## src/rtl/codificador_de_instrucoes.sv

```systemverilog
// Instruction encoder / program loader: one symbolic instruction per handshake in, one 32-bit word written to instruction memory.
// Optional define CODIFICADOR_VERIFICA_IMM_EN enables immediate range/alignment checking before the write.
module codificador_de_instrucoes #(
    parameter logic [31:0] BASE = 32'h0000_0000,
    parameter int          PROF = 256
) (
    input  logic                   clk,
    input  logic                   rst,
    input  logic                   inicio,
    input  logic                   fim,
    input  logic                   in_valid,
    output logic                   in_ready,
    input  logic [4:0]             op,
    input  logic [4:0]             rd,
    input  logic [4:0]             rs1,
    input  logic [4:0]             rs2,
    input  logic [31:0]            imm,
    output logic                   mem_we,
    output logic [31:0]            mem_addr,
    output logic [31:0]            mem_wdata,
    output logic [$clog2(PROF):0]  num_instr,
    output logic                   cheio,
    output logic                   erro,
    output logic [1:0]             erro_cod,
    output logic [1:0]             estado_dbg
);

    localparam int CW = $clog2(PROF) + 1;

    typedef enum logic [1:0] {
        OCIOSO = 2'd0,
        ATIVO  = 2'd1,
        CHEIO  = 2'd2,
        ERRO   = 2'd3
    } estado_t;

    typedef enum logic [2:0] {
        F_R, F_I, F_S, F_B, F_J, F_U, F_ILEGAL
    } formato_t;

    localparam logic [1:0] COD_OK        = 2'd0;
    localparam logic [1:0] COD_ILEGAL    = 2'd1;
    localparam logic [1:0] COD_FAIXA     = 2'd2;
    localparam logic [1:0] COD_DESALINHO = 2'd3;

    estado_t    estado;
    formato_t   fmt;
    logic [6:0] opc;
    logic [2:0] f3;
    logic [6:0] f7;
    logic [31:0] palavra;
    logic [1:0]  falha;
    logic        transfer;
    logic        ultimo;

    // Handshake: a transfer happens on a rising edge where in_valid && in_ready;
    // in_ready depends only on state, and fields are sampled on that edge.
    assign in_ready   = (estado == ATIVO);
    assign transfer   = in_valid && in_ready;
    assign estado_dbg = estado;
    assign ultimo     = (num_instr == CW'(PROF - 1));

    always_comb begin
        fmt = F_ILEGAL;
        opc = 7'd0;
        f3  = 3'd0;
        f7  = 7'd0;
        case (op)
            5'd0:  begin fmt = F_R; opc = 7'd51;                      end
            5'd1:  begin fmt = F_R; opc = 7'd51; f7 = 7'd32;          end
            5'd2:  begin fmt = F_R; opc = 7'd51; f3 = 3'd1;           end
            5'd3:  begin fmt = F_R; opc = 7'd51; f3 = 3'd2;           end
            5'd4:  begin fmt = F_R; opc = 7'd51; f3 = 3'd3;           end
            5'd5:  begin fmt = F_R; opc = 7'd51; f3 = 3'd3; f7 = 7'd32; end
            5'd6:  begin fmt = F_R; opc = 7'd51; f3 = 3'd4;           end
            5'd7:  begin fmt = F_R; opc = 7'd51; f3 = 3'd4; f7 = 7'd32; end
            5'd8:  begin fmt = F_R; opc = 7'd51; f3 = 3'd5;           end
            5'd9:  begin fmt = F_R; opc = 7'd51; f3 = 3'd6;           end
            5'd10: begin fmt = F_R; opc = 7'd51; f3 = 3'd7;           end
            5'd11: begin fmt = F_I; opc = 7'd3;  f3 = 3'd2;           end
            5'd12: begin fmt = F_I; opc = 7'd19;                      end
            5'd13: begin fmt = F_B; opc = 7'd99;                      end
            5'd14: begin fmt = F_B; opc = 7'd99; f3 = 3'd1;           end
            5'd15: begin fmt = F_B; opc = 7'd99; f3 = 3'd4;           end
            5'd16: begin fmt = F_B; opc = 7'd99; f3 = 3'd5;           end
            5'd17: begin fmt = F_J; opc = 7'd111;                     end
            5'd18: begin fmt = F_S; opc = 7'd35; f3 = 3'd2;           end
            5'd19: begin fmt = F_U; opc = 7'd55;                      end
            default: fmt = F_ILEGAL;
        endcase
    end

    always_comb begin
        palavra = 32'd0;
        case (fmt)
            F_R: palavra = {f7, rs2, rs1, f3, rd, opc};
            F_I: palavra = {imm[11:0], rs1, f3, rd, opc};
            F_S: palavra = {imm[11:5], rs2, rs1, f3, imm[4:0], opc};
            F_B: palavra = {imm[12], imm[10:5], rs2, rs1, f3, imm[4:1], imm[11], opc};
            F_J: palavra = {imm[20], imm[10:1], imm[11], imm[19:12], rd, opc};
            F_U: palavra = {imm[31:12], rd, opc};
            default: palavra = 32'd0;
        endcase
    end

    // A value fits an N-bit signed field when all bits from N-1 upward agree.
    always_comb begin
        falha = COD_OK;
        if (fmt == F_ILEGAL) begin
            falha = COD_ILEGAL;
        end
`ifdef CODIFICADOR_VERIFICA_IMM_EN
        else begin
            case (fmt)
                F_I, F_S: begin
                    if (!((&imm[31:11]) || !(|imm[31:11])))
                        falha = COD_FAIXA;
                end
                F_B: begin
                    if (!((&imm[31:12]) || !(|imm[31:12])))
                        falha = COD_FAIXA;
                    else if (imm[0])
                        falha = COD_DESALINHO;
                end
                F_J: begin
                    if (!((&imm[31:20]) || !(|imm[31:20])))
                        falha = COD_FAIXA;
                    else if (imm[0])
                        falha = COD_DESALINHO;
                end
                default: falha = COD_OK;
            endcase
        end
`endif
    end

    // inicio has priority over everything else, including a transfer in the same cycle.
    always_ff @(posedge clk) begin
        if (rst) begin
            estado    <= OCIOSO;
            mem_we    <= 1'b0;
            mem_addr  <= BASE;
            mem_wdata <= 32'd0;
            num_instr <= '0;
            cheio     <= 1'b0;
            erro      <= 1'b0;
            erro_cod  <= 2'd0;
        end else begin
            mem_we <= 1'b0;
            if (inicio) begin
                estado    <= ATIVO;
                num_instr <= '0;
                cheio     <= 1'b0;
                erro      <= 1'b0;
                erro_cod  <= 2'd0;
            end else if (estado == ATIVO) begin
                if (transfer) begin
                    if (falha != COD_OK) begin
                        estado   <= ERRO;
                        erro     <= 1'b1;
                        erro_cod <= falha;
                    end else begin
                        mem_we    <= 1'b1;
                        mem_addr  <= BASE + (32'(num_instr) << 2);
                        mem_wdata <= palavra;
                        num_instr <= num_instr + CW'(1);
                        if (ultimo) begin
                            estado <= CHEIO;
                            cheio  <= 1'b1;
                        end else if (fim) begin
                            estado <= OCIOSO;
                        end
                    end
                end else if (fim) begin
                    estado <= OCIOSO;
                end
            end
        end
    end

endmodule

```

## config.mk

```make
export PLATFORM = sky130hd
export DESIGN_NAME = codificador_de_instrucoes
export DESIGN_NICKNAME = d
export VERILOG_FILES = /design/src/rtl/codificador_de_instrucoes.sv
export SDC_FILE = /design/constraint.sdc
export NUM_CORES = 1
export LEC_CHECK = 0
export ABC_AREA = 1
export CAP_MARGIN = 20
export CORE_MARGIN = 2
export CORE_UTILIZATION = 34
export DETAILED_ROUTE_END_ITERATION = 8
export PLACE_DENSITY = 0.64
export RECOVER_POWER = 25
export SLEW_MARGIN = 20
export SYNTH_ARGS = -nofsm -noshare
export SYNTH_HDL_FRONTEND = slang
export SYNTH_SLANG_ARGS = --single-unit
```

## constraint.sdc

```tcl
create_clock -name clk -period 3.6 [get_ports clk]
set_input_delay 1.08 -clock clk [delete_from_list [all_inputs] [get_ports clk]]
set_output_delay 1.08 -clock clk [all_outputs]
set_load 0.02 [all_outputs]
```

==> flow_metrics.py <==
metrics = {
    "run_status": {
        "status": "finished clean",
    },
    "yosys": {
        "synth_top_family_by_area": "simple AND/OR/NAND/NOR gates",
        "yosys_warnings": 0,
        "synth_edf_count": 0,
        "yosys.area_share.simple_pct": 35.91,
        "synth_cell_types": 29,
        "syn_area_per_cell_um2": 6.358,
        "yosysTopAreaCell": "dfxtp_1",
        "muxShareOfSynthArea_pct": 0,
        "ys_top_cells_by_area": "dfxtp_1 (33%), nand2_1 (21%), a21oi_1 (7.9%), nand3_1 (7.9%), buf_4 (6.9%)",
        "syn_inst": 530,
        "synthAdderAreaFrac_pct": 0.7427,
        "synth_compound_area_share_pct": 13.26,
        "ys_seq_area_share_pct": 32.68,
        "synth_ff_type": "dfxtp_1",
        "synthArstFlopShare_pct": 0,
        "synth_area_um2": 3369,
        "synth.ff_latch_count": 55,
        "synth_xor_xnor_area_share_pct": 1.560,
        "synth_top_area_share_pct": 32.68,
    },
    "sta": {
        "hold_viol_final": 0,
        "period_needed_ps": 3228,
        "setup_viol_count_final": 0,
        "finClkSkew_ps": 5.610,
        "slew_viol_final": 0,
        "period_share_pct": 89.66,
        "rsz0062_at_grt": "false",
        "relSlewSlack_pct": 32.93,
        "tns_ps": 0,
        "max_freq_mhz": 309.8,
        "tightest_slew_ps": 1004,
    },
    "floorplan": {
        "die_y_um": 103.6,
        "start_util_pct": 34.79,
        "io_pins": 138,
        "die_x_um": 103.6,
        "coreArea_um2": 9684,
        "dieArea_um2": 10720,
        "fp-row-count": 36,
    },
    "routing": {
        "vias_per_cell": 4.867,
        "ant_nets": 0,
        "dr_total_vias": 3709,
        "first_pass_iters": 5,
        "routed_wl_um": 10050,
        "wl_per_cell_um": 13.19,
        "drt-initial-drc-count": 211,
        "route.detailed.drc": 0,
    },
    "power_and_ir_drop": {
        "pwr-share-seq_pct": 49.7,
        "p_clk_share_pct": 29.4,
        "power.density_nw_per_um2": 273.5,
        "peakVddDrop_mv": 0.1550,
        "p_switching_uw": 351.7,
        "leakagePower_uw": 0.001964,
        "switching_share_pct": 28.17,
        "combPwrFrac_pct": 20.9,
        "intPower_uw": 896.8,
    },
    "clocking": {
        "numCtsBuffers": 5,
        "cts-htree-levels": 2,
        "cts_buffer_depth": 2,
        "cts_hold_buf": 0,
        "cts_tree": "done",
        "clock_sinks": 55,
        "postCtsResizedCells": 0,
        "clk-insertion-delay-late_ps": 300,
        "clockRootBuffer": "clkbuf_8",
        "clk_pin_slew_worst_paths_ps": 90,
        "cts_setup_buffers": 0,
    },
    "global_routing": {
        "antenna_found_initial": 0,
        "grt_max_degree": 48,
        "grt_pass1_wl_um": 16500,
        "grt_overflow": 0,
        "grt_pass1_vias": 3357,
        "track_usage_pct": 18.41,
    },
    "finish": {
        "drive_gt1_share_pct": 4.293,
        "final_nets": 687,
        "layout_common_cells": "nand2_1 (185), clkdlybuf4s50_1 (85), dfxtp_1 (55), nand3_1 (53), a21oi_1 (53)",
        "multi_input_area_um2": 1829,
        "diodes": 0,
        "final_util_pct": 47.14,
        "area_growth_syn_to_layout_pct": 35.50,
        "fillers": 999,
        "post-route-cell-area_um2": 4566,
        "regArea_um2": 1101,
        "layout_commonest_cell": "nand2_1",
    },
    "placed_design": {
        "dp.final_hpwl_um": 7497,
        "postPlaceCellArea_um2": 4466,
        "port_buffers": 113,
        "gp_congestion": 0.9754,
    },
    "worst_setup_path": {
        "startpoint_type": "input port",
        "arrival_ps": 3460,
        "cp.required_ps": 3830,
        "cp_max_fo": 47,
        "r2r_cells": 7,
        "cp-end-kind": "flip-flop",
        "crit_type": "in2reg",
    },
    "worst_hold_path": {
        "hold_depth": 2,
        "hp-class": "reg2reg",
    },
    "flow_run": {
        "cap_violations": 0,
    },
}
==> critical path, stage by stage <==
cell             delay, ps
clkdlybuf4s50_1        570
nor2_2                 230
nand2_1                130
nor2_2                 140
nor2_2                  70
nand2_1                 60
nor2_1                  60
nor2_4                 750
nand3_1                170
a21oi_1                190
==> flip-flops by register name (all words and copies together) (netlist names) <==
name / cells
cheio: 1
estado_dbg: 2
erro: 1
mem_we: 1
erro_cod: 1
mem_wdata: 31
num_instr: 9
mem_addr: 9
==> kinds of logic (layout without fill, tap and decap cells) <==
family	after synthesis	count (layout)
adder cells (fa/ha/maj)	2	2
AO/OA/AOI/OAI	85	85
XOR/XNOR	6	6
AND/OR/NAND/NOR	284	284
other	1	24
buffers and inverters	97	173
flip-flops	55	55
==> per-layer routing <==
layer / vias to the layer above / global-route usage (%) / share of wire, %
met5: - / 0 / 0
met4: 0 / 4.440 / 1.5
met3: 12 / 3.587 / 6.6
met2: 143 / 31.32 / 47
met1: 1706 / 24.08 / 45
li1: 1848 / - / -
==> synthesized netlist by cell type, types with 2 or more instances <==
cell type  count
inv_1         43
buf_1          3
nand3b_1       7
nand4_1        5
ha_1           2
o21ai_1        6
buf_2          4
o21ai_0       18
nand3_1       53
nor2_1        21
dfxtp_1       55
xor2_1         3
xnor2_1        3
nor3_1         2
a21oi_1       53
nand2_1      185
buf_6          6
clkbuf_1       9
buf_4         31
a22oi_1        5
nor2_2         8
==> per-stage QoR <==
step / total power [uW] / hold WS [ps] / setup slack [ps] / instances
floorplan: 796.9 / 526.4 / 1286 / 553
global placement: 892.6 / 449.3 / 171.4 / 754
detailed placement: 896.1 / 451.5 / 58.03 / 754
CTS: 1266 / 467.7 / 382.8 / 762
global route: 1315 / 487.5 / 148.5 / 762
finish: 1249 / 463.9 / 372.1 / 762
==> worst paths after layout <==
check,to,startpoint,slack [ps]
max,mem_wdata[9],op[4],370
min,mem_addr[2],mem_addr[2],460
max reg2reg,mem_wdata[9],estado_dbg[1],1620
min reg2reg,mem_addr[2],mem_addr[2],460
==> power groups by stage <==
| stage | registers [uW] | logic, uW | clock network, uW |
|---|---|---|---|
| 2_1_floorplan | 642 | 155 | 0 |
| 3_3_place_gp | 634 | 258 | 0 |
| 3_5_place_dp | 634 | 262 | 0 |
| 4_1_cts | 620 | 263 | 383 |
| 5_1_grt | 621 | 285 | 408 |
| 6_report | 620 | 261 | 367 |
==> area by class of cell <==
type	count	share of cell area, %
clock buffers	8	2.192
inverters	44	3.617
multi-input cells	401	40.07
flip-flops and latches	55	24.12
well taps	133	3.645
repair buffers	121	26.36
Power figures use the tool's default switching activity.
